[config.mk]
export PLATFORM = sky130hd
export DESIGN_NAME = uart_tx_gen
export DESIGN_NICKNAME = d
export VERILOG_FILES = /design/src/rtl/uart_tx_gen.sv
export SDC_FILE = /design/constraint.sdc
export NUM_CORES = 1
export LEC_CHECK = 0
export CAP_MARGIN = 15
export CORE_MARGIN = 4
export CORE_UTILIZATION = 25
export CTS_CLUSTER_DIAMETER = 60
export DETAILED_ROUTE_END_ITERATION = 8
export PLACE_DENSITY = 0.49
export SYNTH_ARGS = -nofsm -noshare
export SYNTH_HDL_FRONTEND = slang
export SYNTH_SLANG_ARGS = --single-unit
[constraint.sdc]
create_clock -name CLK -period 4.65 [get_ports CLK]
set_input_delay 1.1625 -clock CLK [delete_from_list [all_inputs] [get_ports CLK]]
set_output_delay 1.1625 -clock CLK [all_outputs]
set_load 0.05 [all_outputs]
[src/rtl/uart_tx_gen.sv]
// UART transmitter: start, DATA_WIDTH data bits LSB first, optional parity, one or two stop bits.
// Define UART_TX_HOLD_BUF_EN to add a one-word holding register for gapless back-to-back frames.
module uart_tx_gen #(
    parameter int DATA_WIDTH = 8,
    parameter int PRESCALE_W = 8
) (
    input  logic                  CLK,
    input  logic                  RST,
    input  logic [DATA_WIDTH-1:0] P_DATA,
    input  logic                  DATA_VALID,
    output logic                  DATA_READY,
    input  logic                  PAR_EN,
    input  logic                  PAR_TYP,
    input  logic                  STOP2,
    input  logic [PRESCALE_W-1:0] PRESCALE,
    output logic                  S_DATA,
    output logic                  BUSY
);
    // state  | meaning
    // IDLE   | line high, waiting for a word
    // START  | start bit (low)
    // DATA   | data bits, LSB first
    // PARITY | parity bit
    // STOP   | stop bit(s), high
    typedef enum logic [2:0] {IDLE, START, DATA, PARITY, STOP} state_t;

    localparam int IDX_W = $clog2(DATA_WIDTH);
    localparam int CNT_W = PRESCALE_W + 1;
    localparam logic [IDX_W-1:0] LAST_IDX = IDX_W'(DATA_WIDTH - 1);

    state_t                  state_q, state_d;
    logic [CNT_W-1:0]        cnt_q, cnt_d;
    logic [IDX_W-1:0]        idx_q, idx_d;
    logic [DATA_WIDTH-1:0]   data_q, data_d;
    logic                    par_en_q, par_en_d;
    logic                    par_typ_q, par_typ_d;
    logic                    stop2_q, stop2_d;
    logic [PRESCALE_W-1:0]   presc_q, presc_d;
    logic                    s_data_q, s_data_d;
    logic                    busy_q, busy_d;

    logic                    accept, tc, load_new, load_buf;
    logic [PRESCALE_W-1:0]   in_presc;
    logic [CNT_W-1:0]        bit_len_m1, stop_len_m1;

`ifdef UART_TX_HOLD_BUF_EN
    logic                    buf_full_q, buf_full_d;
    logic [DATA_WIDTH-1:0]   buf_data_q, buf_data_d;
    logic                    buf_par_en_q, buf_par_en_d;
    logic                    buf_par_typ_q, buf_par_typ_d;
    logic                    buf_stop2_q, buf_stop2_d;
    logic [PRESCALE_W-1:0]   buf_presc_q, buf_presc_d;

    assign DATA_READY = !buf_full_q;
`else
    assign DATA_READY = (state_q == IDLE);
`endif

    assign accept      = DATA_VALID && DATA_READY;
    assign tc          = (cnt_q == '0);
    assign in_presc    = (PRESCALE == '0) ? PRESCALE_W'(1) : PRESCALE;
    assign bit_len_m1  = {1'b0, presc_q} - CNT_W'(1);
    assign stop_len_m1 = stop2_q ? ({presc_q, 1'b0} - CNT_W'(1)) : bit_len_m1;

    always_comb begin
        state_d   = state_q;
        cnt_d     = cnt_q;
        idx_d     = idx_q;
        data_d    = data_q;
        par_en_d  = par_en_q;
        par_typ_d = par_typ_q;
        stop2_d   = stop2_q;
        presc_d   = presc_q;
        load_new  = 1'b0;
        load_buf  = 1'b0;
`ifdef UART_TX_HOLD_BUF_EN
        buf_full_d    = buf_full_q;
        buf_data_d    = buf_data_q;
        buf_par_en_d  = buf_par_en_q;
        buf_par_typ_d = buf_par_typ_q;
        buf_stop2_d   = buf_stop2_q;
        buf_presc_d   = buf_presc_q;
`endif
        case (state_q)
            IDLE:   load_new = accept;
            START: begin
                if (tc) begin
                    state_d = DATA;
                    idx_d   = '0;
                    cnt_d   = bit_len_m1;
                end else begin
                    cnt_d = cnt_q - CNT_W'(1);
                end
            end
            DATA: begin
                if (!tc) begin
                    cnt_d = cnt_q - CNT_W'(1);
                end else if (idx_q != LAST_IDX) begin
                    idx_d = idx_q + IDX_W'(1);
                    cnt_d = bit_len_m1;
                end else if (par_en_q) begin
                    state_d = PARITY;
                    cnt_d   = bit_len_m1;
                end else begin
                    state_d = STOP;
                    cnt_d   = stop_len_m1;
                end
            end
            PARITY: begin
                if (tc) begin
                    state_d = STOP;
                    cnt_d   = stop_len_m1;
                end else begin
                    cnt_d = cnt_q - CNT_W'(1);
                end
            end
            STOP: begin
                if (tc) begin
`ifdef UART_TX_HOLD_BUF_EN
                    // A word arriving on the very last stop cycle chains on directly too.
                    if (buf_full_q)  load_buf = 1'b1;
                    else if (accept) load_new = 1'b1;
                    else             state_d  = IDLE;
`else
                    state_d = IDLE;
`endif
                end else begin
                    cnt_d = cnt_q - CNT_W'(1);
                end
            end
            default: state_d = IDLE;
        endcase

        if (load_new) begin
            data_d    = P_DATA;
            par_en_d  = PAR_EN;
            par_typ_d = PAR_TYP;
            stop2_d   = STOP2;
            presc_d   = in_presc;
        end
`ifdef UART_TX_HOLD_BUF_EN
        if (load_buf) begin
            data_d     = buf_data_q;
            par_en_d   = buf_par_en_q;
            par_typ_d  = buf_par_typ_q;
            stop2_d    = buf_stop2_q;
            presc_d    = buf_presc_q;
            buf_full_d = 1'b0;
        end
        if (accept && !load_new) begin
            buf_full_d    = 1'b1;
            buf_data_d    = P_DATA;
            buf_par_en_d  = PAR_EN;
            buf_par_typ_d = PAR_TYP;
            buf_stop2_d   = STOP2;
            buf_presc_d   = in_presc;
        end
`endif
        if (load_new || load_buf) begin
            state_d = START;
            idx_d   = '0;
            cnt_d   = {1'b0, presc_d} - CNT_W'(1);
        end

        // Line value is registered, so it is derived from the state being entered.
        case (state_d)
            START:   s_data_d = 1'b0;
            DATA:    s_data_d = data_d[idx_d];
            PARITY:  s_data_d = (^data_d) ^ par_typ_d;
            default: s_data_d = 1'b1;
        endcase
        busy_d = (state_d != IDLE);
    end

    always_ff @(posedge CLK) begin
        if (RST) begin
            state_q   <= IDLE;
            cnt_q     <= '0;
            idx_q     <= '0;
            data_q    <= '0;
            par_en_q  <= 1'b0;
            par_typ_q <= 1'b0;
            stop2_q   <= 1'b0;
            presc_q   <= PRESCALE_W'(1);
            s_data_q  <= 1'b1;
            busy_q    <= 1'b0;
        end else begin
            state_q   <= state_d;
            cnt_q     <= cnt_d;
            idx_q     <= idx_d;
            data_q    <= data_d;
            par_en_q  <= par_en_d;
            par_typ_q <= par_typ_d;
            stop2_q   <= stop2_d;
            presc_q   <= presc_d;
            s_data_q  <= s_data_d;
            busy_q    <= busy_d;
        end
    end

`ifdef UART_TX_HOLD_BUF_EN
    always_ff @(posedge CLK) begin
        if (RST) begin
            buf_full_q    <= 1'b0;
            buf_data_q    <= '0;
            buf_par_en_q  <= 1'b0;
            buf_par_typ_q <= 1'b0;
            buf_stop2_q   <= 1'b0;
            buf_presc_q   <= PRESCALE_W'(1);
        end else begin
            buf_full_q    <= buf_full_d;
            buf_data_q    <= buf_data_d;
            buf_par_en_q  <= buf_par_en_d;
            buf_par_typ_q <= buf_par_typ_d;
            buf_stop2_q   <= buf_stop2_d;
            buf_presc_q   <= buf_presc_d;
        end
    end
`endif

    assign S_DATA = s_data_q;
    assign BUSY   = busy_q;
endmodule

==> results of run 1 <==
[stage by stage]
stage               area (µm²)  utilization, %  hold slack, ps  setup WS, ps
global placement          2770            29.6             464           973
floorplan                 2440               -             445          1520
finish                    2930            31.3             478          1190
detailed placement        2770            29.6             468           884
global route              2930            31.3             514          1030
CTS                       2930            31.3             480          1180
[metal layers]
| metal | part of all wire (%) | wire length (µm) | track usage (%) | vias to the layer above |
|---|---|---|---|---|
| li1 | - | - | - | 1168 |
| met1 | 48 | 3320 | 17.5 | 1079 |
| met2 | 45 | 3140 | 19.6 | 64 |
| met3 | 6.2 | 428 | 2.05 | 4 |
| met4 | 0.78 | 54 | 3.56 | 0 |
| met5 | 0 | 0 | 0 | - |
[where the power goes]
| part | switching, mW | internal, mW | leakage, nW |
|---|---|---|---|
| logic | 0.278 | 0.208 | 0.677 |
| registers | 0.0720 | 0.351 | 0.296 |
| clock network | 0.125 | 0.269 | 0.0784 |
| total | 0.475 | 0.828 | 1.05 |
[synth_stat cells, types with 6 or more instances]
cell type,number
sky130_fd_sc_hd__nor4_1,6
sky130_fd_sc_hd__inv_1,10
sky130_fd_sc_hd__nor3_1,13
sky130_fd_sc_hd__o21ai_0,20
sky130_fd_sc_hd__dfxtp_1,36
sky130_fd_sc_hd__nor2_1,14
sky130_fd_sc_hd__nand3_1,8
sky130_fd_sc_hd__nand2_1,46
sky130_fd_sc_hd__xnor2_1,15
sky130_fd_sc_hd__clkbuf_1,15
sky130_fd_sc_hd__a21oi_1,31
[kinds of logic after synthesis]
logic type / after synthesis
fa+ha+maj: 4
simple gates: 126
mux: 9
compound gates: 89
flops: 36
xor+xnor: 20
buf+inv: 32
[state kept, by name (all words and copies together), names as in the netlist]
name,cells
cnt_q,9
data_q,8
presc_q,8
idx_q,3
state_q,3
BUSY,1
S_DATA,1
par_en_q,1
par_typ_q,1
stop2_q,1
[worst paths after layout]
path	startpoint	endpoint	cells after the start
max	DATA_VALID	cnt_q[8]$_SDFFE_PP0P_	9
min	par_typ_q$_SDFF_PP0_	par_typ_q$_SDFF_PP0_	2
max reg2reg	state_q[1]$_SDFF_PP0_	cnt_q[8]$_SDFFE_PP0P_	8
min reg2reg	par_typ_q$_SDFF_PP0_	par_typ_q$_SDFF_PP0_	2
[worst reg2reg max path, delay by kind of cell, from the launching register on]
kind            cells  cell delay (ps)
compound gates      3              690
fa+ha+maj           1              200
flops               1              500
simple gates        4             1240
[final cells by class]
cell class / count / area share [%]
clock buffers: 5 / 2.35
clock inverters: 3 / 3.07
inverters: 10 / 1.28
multi-input cells: 248 / 54.2
flip-flops and latches: 36 / 24.6
well taps: 129 / 5.51
repair buffers: 27 / 8.96
==> flow_summary.json, run 1 <==
{
  "run_status": "finished clean",
  "detailroute.via_count": 2315,
  "synth_fa_ha_area_share_pct": 2.05,
  "worst_path_max_delay_cell": "sky130_fd_sc_hd__or4b_4",
  "placementRows": 35,
  "grt_first_pass_wirelength_um": 11500,
  "gr-usage-all-layers_pct": 12.5,
  "coreArea_um2": 9370,
  "unique_masters_post_synth": 61,
  "fin_crit_sh_pct": 74.4,
  "synth.area.top_cells": "sky130_fd_sc_hd__dfxtp_1, sky130_fd_sc_hd__nand2_1, sky130_fd_sc_hd__a21oi_1, sky130_fd_sc_hd__xnor2_1, sky130_fd_sc_hd__o21ai_0",
  "leakagePower_nw": 1.05,
  "clock_skew_ps": 7.58,
  "timing_worst_setup_path_type": "in2reg",
  "clkLatencyLatePin_ps": 290,
  "synth-xor-area-share_pct": 7.73,
  "avgViaCountPerCell": 5.05,
  "multi_input_area_um2": 1590,
  "synth_cells": 316,
  "cts-root-to-sink-buffers": 2,
  "synth_top_cell_by_area": "sky130_fd_sc_hd__dfxtp_1",
  "final-hold-violation-count": 0,
  "avgRoutedWirePerCell_um": 15.2,
  "critical_path_required_time_ps": 4860,
  "startpoint_types": "primary input",
  "post-place-cells": 450,
  "cpLargestDelayFamily": "simple AND/OR/NAND/NOR gates",
  "clkSinkCount": 36,
  "yosys-mux-area-fraction_pct": 3.94,
  "drt-initial-drc-count": 167,
  "finalNetCount": 354,
  "critical-path-max-stage-delay_ps": 530,
  "holdBufCountCts": 0,
  "tightestPinTransition_ps": 723,
  "cts-buffers-inserted": 5,
  "layout-drive-gt1-share_pct": 9.12,
  "timing.critical_path.cells": "clkdlybuf4s50_1, or4b_4, a211oi_4, or2_2, ha_1, nand2_1, o31a_1, or3_1, o22ai_1",
  "final-max-slew-violation-count": 0,
  "buffering_stage_count_on_the_worst_path_with_inverters_included": 1,
  "drc": 0,
  "number_of_enable_type_register_cells_in_the_synthesized_netlist": 0,
  "synth_async_sr_flop_share_pct": 0,
  "first_global_vias": 2268,
  "worst_hold_path_type": "reg2reg",
  "totalWireLength_um": 6940,
  "total_of_endpoints_with_negative_setup_slack_in_the_final_report": 0,
  "timing.critical_path.fanout_max": 4,
  "antenna_found_initial": 0,
  "finalCriticalPeriod_ps": 3460,
  "yosysWarningCount": 0,
  "floorplan.initialDensity_pct": 26.1,
  "grt_max_degree": 35,
  "max_clock_freq_ghz": 0.289,
  "timing.critical_path.to_type": "flip-flop",
  "syn-mean-instance-area_um2": 7.74,
  "port-buffer-count": 24,
  "post_cts_resize_count": 0,
  "synth-simple-area-share_pct": 27.4,
  "design.die.area_um2": 11400,
  "num_io_pins": 25,
  "ys_ff_latch": 36,
  "cp_data_arrival_time_ps": 3670,
  "finalSetupTns_ps": 0,
  "slew_margin_rel_pct": 51.7,
  "count_of_nets_left_with_antenna_violations_after_detail_routing": 0,
  "post-cts-setup-buffer-count": 0,
  "die_y_um": 107,
  "final_cell_mix": "sky130_fd_sc_hd__nand2_1, sky130_fd_sc_hd__dfxtp_1, sky130_fd_sc_hd__a21oi_1",
  "cts_root_buffer": "sky130_fd_sc_hd__clkbuf_8",
  "htree_levels": 2,
  "total_inserted_antenna_cells": 0,
  "rsz0062_at_grt": "no",
  "routabilityCongestion": 0.859,
  "ir_drop_mv": 0.206,
  "synth_top_area_share_pct": 29.5,
  "max_cap_viol_count": 0,
  "die-width_um": 107,
  "num-fill-cells": 1067,
  "seq_area_um2": 721,
  "globalRoute.totalOverflow": 0,
  "dr.pass1.iters": 4,
  "synth_flop_cell": "sky130_fd_sc_hd__dfxtp_1",
  "cts.clk_slew.worst_paths_ps": 80,
  "cts_tree": "done",
  "regToRegSetupSlack_ps": 1950,
  "dp_hpwl_um": 5080,
  "totalPowerFinal_mw": 1.30,
  "synth.net_count": 342,
  "mostFrequentLayoutCell": "sky130_fd_sc_hd__nand2_1",
  "power_density_nw_per_um2": 444,
  "area.growth.synth_to_final_pct": 19.9,
  "main_combinational_cell_family_by_area_after_synthesis": "simple AND/OR/NAND/NOR gates",
  "synth-compound-area-share_pct": 23.6,
  "synth.yosys.seq_area_share_pct": 29.5,
  "cell_area_after_synthesis_um2": 2440,
  "layout.cells.non_filler": 458
}
Note: power is estimated with default switching activity, not from simulation.
==> run 2: changes to the inputs <==
- PLACE_DENSITY: 0.49 -> 0.5
- clock period: 4.65 -> 3.06 ns (I/O delays scaled with it)
==> flow_summary.json, run 2 (synthesized netlist as in run 1, its figures left out) <==
{
  "tightestPinTransition_ps": 621,
  "regToRegSetupSlack_ps": 450,
  "finalInstanceArea_um2": 3040,
  "post_cts_resize_count": 0,
  "post-place-cells": 471,
  "max_clock_freq_ghz": 0.349,
  "layout_setup_ws_ps": 192,
  "final-hold-violation-count": 0,
  "critical_path_required_time_ps": 3280,
  "cts-root-to-sink-buffers": 2,
  "num_io_pins": 25,
  "detailroute.via_count": 2374,
  "largestRegisters": "cnt_q (9), data_q (8), presc_q (8)",
  "dp_hpwl_um": 5270,
  "first_global_vias": 2422,
  "die-width_um": 107,
  "die_y_um": 107,
  "r2r_cells": 8,
  "totalWireLength_um": 6960,
  "post-place-ws_ps": -87.5,
  "design.die.area_um2": 11400,
  "avgRoutedWirePerCell_um": 14.5,
  "holdBufCountCts": 0,
  "grt_first_pass_wirelength_um": 11700,
  "reg_to_reg_start": "cnt_q[0]$_SDFFE_PP0P_",
  "cp_data_arrival_time_ps": 3090,
  "timing_worst_setup_path_type": "in2reg",
  "dr.pass1.iters": 4,
  "largest_reg_flops": 9,
  "clkLatencyLatePin_ps": 300,
  "num-fill-cells": 1029,
  "timing.rr.end": "S_DATA$_SDFF_PP1_",
  "cts_tree": "done",
  "total_of_endpoints_with_negative_setup_slack_in_the_final_report": 0,
  "avgViaCountPerCell": 4.96,
  "cts-buffers-inserted": 5,
  "placementRows": 35,
  "coreArea_um2": 9370,
  "power_density_nw_per_um2": 610,
  "fin_crit_sh_pct": 93.7,
  "timing.critical_path.fanout_max": 3,
  "count_of_nets_left_with_antenna_violations_after_detail_routing": 0,
  "mostFrequentLayoutCell": "sky130_fd_sc_hd__nand2_1",
  "total_inserted_antenna_cells": 0,
  "globalRoute.totalOverflow": 0,
  "drc": 0,
  "area.growth.synth_to_final_pct": 24.4,
  "final_cell_mix": "sky130_fd_sc_hd__nand2_1, sky130_fd_sc_hd__dfxtp_1, sky130_fd_sc_hd__a21oi_1",
  "worst_hold_path.num_cells": 2,
  "post-cts-setup-buffer-count": 0,
  "startpoint_types": "primary input",
  "timing.critical_path.to_type": "flip-flop",
  "layout.cells.non_filler": 479,
  "htree_levels": 2,
  "run_status": "finished clean",
  "max_cap_viol_count": 0,
  "clock_skew_ps": 16.9,
  "gr-usage-all-layers_pct": 12.6,
  "clkSinkCount": 36,
  "grt_max_degree": 33,
  "worst_hold_path_type": "reg2reg",
  "leakagePower_nw": 1.13,
  "finalCriticalPeriod_ps": 2870,
  "detailed_place.area_um2": 2930,
  "antenna_found_initial": 0,
  "slew_margin_rel_pct": 58.0,
  "rsz0062_at_grt": "no",
  "port-buffer-count": 24,
  "layout-drive-gt1-share_pct": 14.6,
  "final-max-slew-violation-count": 0,
  "drt-initial-drc-count": 192,
  "finalNetCount": 375,
  "top_register": "cnt_q",
  "routabilityCongestion": 0.857,
  "worstSetupEndpoint": "cnt_q[8]$_SDFFE_PP0P_",
  "floorplan.initialDensity_pct": 26.1,
  "cts_root_buffer": "sky130_fd_sc_hd__clkbuf_8",
  "ir_drop_mv": 0.326,
  "cts.clk_slew.worst_paths_ps": 80,
  "cp-startpoint": "DATA_VALID"
}
## run 2: through the flow
stage | hold WS, ps | util [%] | setup TNS [ps] | power, mW
final | 481 | 32.5 | 0 | 1.86
after global routing | 514 | 32.5 | 0 | 1.98
after CTS | 486 | 32.5 | 0 | 1.87
after detailed placement | 475 | 31.3 | -87.5 | 1.43
after global placement | 465 | 31.3 | -91.7 | 1.43
after floorplan | 445 | - | 0 | 1.19
## run 2: worst min-delay path by stage
stage	start	endpoint	slack (ps)
global placement	par_typ_q$_SDFF_PP0_	par_typ_q$_SDFF_PP0_	460
floorplan	par_en_q$_SDFFE_PP0P_	par_en_q$_SDFFE_PP0P_	450
global route	data_q[2]$_SDFF_PP0_	data_q[2]$_SDFF_PP0_	510
CTS	par_typ_q$_SDFF_PP0_	par_typ_q$_SDFF_PP0_	490
detailed placement	par_typ_q$_SDFF_PP0_	par_typ_q$_SDFF_PP0_	470
finish	par_typ_q$_SDFF_PP0_	par_typ_q$_SDFF_PP0_	480
## run 2: worst max-delay path, stage by stage
cell,delay (ps)
sky130_fd_sc_hd__clkdlybuf4s50_1,520
sky130_fd_sc_hd__or4b_4,510
sky130_fd_sc_hd__a211oi_4,230
sky130_fd_sc_hd__or2_2,150
sky130_fd_sc_hd__ha_1,150
sky130_fd_sc_hd__nand2_1,70
sky130_fd_sc_hd__o31a_1,260
sky130_fd_sc_hd__or3_1,310
sky130_fd_sc_hd__o22ai_1,110
## run 2: where the power goes
part           switching [mW]  internal [mW]
logic                   0.445          0.351
clock network           0.191          0.241
registers              0.0956          0.534
total                   0.731           1.13
## run 2: routing by layer
layer	global-route usage (%)	vias up	wire, µm
met1	16.8	1092	3430
met5	0	-	0
met4	5.48	0	160
li1	-	1218	-
met3	2.05	12	263
met2	20.2	52	3100
## run 2: final cells by class
cell class                      instances  area (µm²)  area share, %
Multi-Input combinational cell        248        1590           52.3
Sequential cell                        36         721           23.7
Timing Repair Buffer                   48         420           13.8
Tap cell                              129         161           5.31
Clock buffer                            5        68.8           2.26
Clock inverter                          3        42.5           1.40
Inverter                               10        37.5           1.23
==> RTL edit 1, RTL diff (flow settings as in run 2) <==
The 5 states of `state_t` get a one-hot encoding in 5 bits.
--- a/src/rtl/uart_tx_gen.sv
+++ b/src/rtl/uart_tx_gen.sv
@@ -22,7 +22,7 @@
     // DATA   | data bits, LSB first
     // PARITY | parity bit
     // STOP   | stop bit(s), high
-    typedef enum logic [2:0] {IDLE, START, DATA, PARITY, STOP} state_t;
+    typedef enum logic [4:0] {IDLE = 5'b00001, START = 5'b00010, DATA = 5'b00100, PARITY = 5'b01000, STOP = 5'b10000} state_t;
 
     localparam int IDX_W = $clog2(DATA_WIDTH);
     localparam int CNT_W = PRESCALE_W + 1;
Check against the original RTL: no difference found for any inputs over 10 cycles, from zero or initial values and one cycle with RST high; not proved beyond that.
==> RTL edit 1 against run 2 <==
- worst setup slack better by 0.093 ns
- total power fell by 17%
- routed wire length rose by 2.1%
- final cell count up 1.7%
- via count up 0.21%
- synthesized cell count rose by 1.6%
- count of clock-buffer cells in the layout is the same
- sequential cell count is 2 higher
- die area is 7.1% higher
- final area grew 4.9%
- synthesized area increased by 7.7%
- clock skew fell by 0.015 ns
==> RTL edit 1: results (changes against run 2) <==
Synth top cells by count: 49 x nand2_1, 38 x dfxtp_1, 30 x a21oi_1
Syn_nets: 348 (+1.8%)
DP Worst Slack: -0.00497 ns (+0.0825 ns)
Seq. pwr: 0.000593 W (-5.7%)
WHS: 0.476 ns (-0.00425 ns)
Final estimated routing congestion in global placement: 0.843 (-1.6%)
Crit path max-delay family: buffers and inverters
P_comb: 0.000506 W (-36%)
FF-to-FF End: cnt_q[6]
Fillers: 1135 (+10%)
Plain + repair buffers: 41 (-15%)
Multi-input gate share of total cell area: 54.9% (+2.6 points)
Status: finished clean
Crit path max fanout: 8 (+5)
Final non-clock buffer share: 11.5% (-2.3 points)
Vias in the first global route: 2334 (-3.6%)
Worst path arrival time: 2.01 ns (-1.08 ns)
Placed inst area: 3080 um^2 (+5.0%)
Clock skew: 0.00215 ns (-0.0148 ns)
Flop2flop setup slack: 0.50 ns (+0.05 ns)
Worst-margin pin slew: 0.868 ns (+0.247 ns)
Via count: 2379 (+0.21%)
Setup ws final: 0.284 ns (+0.0925 ns)
Multi-input gates: 257 (+3.6%)
Largest net degree at the start of global routing: 31 (-6.1%)
Reg-to-reg startpoint: state_q[3]
Initial DRC Count: 229 (+19%)
Mux cell area share after synthesis: 3.85% (-0.091 points)
DRT Wirelength: 7.10 mm (+2.1%)
Adder-Cell Fraction of Synth Area: 2.38% (+0.33 points)
Leak: 1.14 nW (+0.94%)
Cell variety after synth: 72 (+18%)
Psw: 0.000541 W (-26%)
Pwr dens: 483 nW/um^2 (-21%)
FF+latch area: 761 um^2 (+5.6%)
Clock Sinks: 38 (+5.6%)
Register area share after synthesis: 28.9% (-0.58 points)
Xor-xnor portion of the synthesized cell area: 8.32% (+0.59 points)
[RTL edit 1: cell types whose count changed in the layout (fill, tap and decap cells not counted), sizes merged, moves of 4 or more]
cell and change:
o21ai -6, xor2 +7, nand2 +5, o211ai -4, a221oi +4, nor2 +6, nor2b -4, buf -7
[RTL edit 1: per-layer routing]
metal  vias to the layer above  global-route usage (%)  routed length [um]
li1                       1224                       -                   -
met3                         6                    1.97                 271
met1                      1097                    16.8                3560
met2                        52                    18.0                3180
met5                         -                       0                   0
met4                         0                    4.19                  95
[RTL edit 1: worst reg2reg max path, cell delays in order, from the launching register on]
cell and delay [ns]:
dfxtp_1 0.41, nor2_2 0.29, and4_1 0.40, mux2i_1 0.29
ha_1 0.21, nor3b_1 0.26, nand2_1 0.10, xor2_1 0.16
a2111oi_2 0.34
==> RTL edit 2, RTL diff (flow settings as in run 2) <==
Made on the original files. `DATA_WIDTH`: 8 -> 16.
--- a/src/rtl/uart_tx_gen.sv
+++ b/src/rtl/uart_tx_gen.sv
@@ -1,7 +1,7 @@
 // UART transmitter: start, DATA_WIDTH data bits LSB first, optional parity, one or two stop bits.
 // Define UART_TX_HOLD_BUF_EN to add a one-word holding register for gapless back-to-back frames.
 module uart_tx_gen #(
-    parameter int DATA_WIDTH = 8,
+    parameter int DATA_WIDTH = 16,
     parameter int PRESCALE_W = 8
 ) (
     input  logic                  CLK,
Interface: changed (resized P_DATA); port bits go from 25 to 33. No check against the original RTL was run, so the function may have changed too.
==> RTL edit 2 against run 2 <==
- final area up 20%
- critical path depth up 1
- combinational power up 91%
- sequential share of layout area up 0.99 points
- register-to-register slack worse by 0.29 ns
- synthesized cell count up 20%
- worst setup slack worse by 0.035 ns
- routed wire length up 18%
- fmax down 1.2%
- total power up 63%
- sequential cell count up 9
- synthesized area up 16%
- critical path type is now reg -> reg
==> RTL edit 2: results (changes against run 2) <==
Clk pwr share: 21.3% (-2.0 points)
First-pass GRT wire length: 13.6 mm (+16%)
Leak: 1.42 nW (+25%)
WHS: 0.486 ns (+0.00505 ns)
Crit path max fanout: 5 (+2)
Largest net degree at the start of global routing: 41 (+24%)
Clock skew: 0.00447 ns (-0.0125 ns)
Xor-xnor portion of the synthesized cell area: 9.53% (+1.8 points)
Placed inst area: 3470 um^2 (+18%)
Via/cell ratio: 4.97 (+0.31%)
R2R depth: 10 (+2)
Vias in the first global route: 2680 (+11%)
Hold EP: presc_q[5]
Fillers: 1166 (+13%)
M1 WL: 4.03 mm (+17%)
Internal power: 0.00177 W (+57%)
Adder-Cell Fraction of Synth Area: 1.76% (-0.29 points)
DP Worst Slack: 0.0954 ns (+0.183 ns)
GR Util met3: 1.95% (-0.10 points)
WL met3: 412 um (+57%)
P_comb: 0.00152 W (+91%)
Worst path arrival time: 3.08 ns (about the same)
CP Launch Type: flip-flop
Met1 GRT Util: 18.4% (+1.6 points)
Switch share: 41.3% (+2.0 points)
Cell variety after synth: 51 (-16%)
CTS root buffer: clkbuf_16
Register area share after synthesis: 31.6% (+2.2 points)
Initial DRC Count: 172 (-10%)
Overall routing resource usage: 12.8% (+0.17 points)
First-pass DRT Iterations: 4 (unchanged)
Hpwl dp: 6.23 mm (+18%)
Flop2flop setup slack: 0.16 ns (-0.29 ns)
CP max stage delay: 0.57 ns (+0.05 ns)
Buffers on Ports: 32 (+33%)
Synth area leaders: dfxtp_1 32%, nand2_1 9.6%, xnor2_1 7.1%
Final estimated routing congestion in global placement: 0.873 (+1.9%)
Met2 Track Usage GR: 20.1% (-0.17 points)
Min Tclk post-route: 2.90 ns (+0.0352 ns)
Status: finished clean
Via count: 2794 (+18%)
Post-Place Cells: 554 (+18%)
Routed len/inst: 14.6 um (+0.37%)
Share of cells above drive strength 1: 11.8% (-2.7 points)
Synth top cells by count: 73 x nand2_1, 45 x dfxtp_1, 39 x a21oi_1
Crit path max-delay family: simple AND/OR/NAND/NOR gates
Fin nets: 455 (+21%)
HP Start: presc_q[5]
Avg Cell Area, Syn: 7.51 um^2 (-2.9%)
CP max stage cell: or4b_4
Met2 wire len: 3.61 mm (+16%)
IR drop worst, VDD: 303 uV (-7.1%)
Syn_nets: 413 (+21%)
## RTL edit 2: cell types whose count changed in the layout (fill, tap and decap cells not counted), moves of 9 or more
| cell | delta |
|---|---|
| a211oi_1 | +9 |
| dfxtp_1 | +9 |
| nand2_1 | +27 |
| nor2_1 | +21 |
| o21ai_0 | -11 |
## RTL edit 2: worst max-delay path by stage
| stage | end | cells past startpoint |
|---|---|---|
| after global routing | S_DATA | 11 |
| after global placement | cnt_q[6] | 11 |
| after detailed placement | cnt_q[4] | 11 |
| after CTS | S_DATA | 10 |
| after floorplan | cnt_q[4] | 11 |
| final | S_DATA | 10 |
## RTL edit 2: final cells by class
class | instances | area, um^2 | share of cell area (%)
Timing Repair Buffer | 59 | 548 | 15.0
Clock buffer | 5 | 125 | 3.43
Inverter | 9 | 33.8 | 0.926
Clock inverter | 3 | 47.5 | 1.30
Multi-Input combinational cell | 301 | 1820 | 49.8
Sequential cell | 45 | 901 | 24.7
Tap cell | 140 | 175 | 4.80
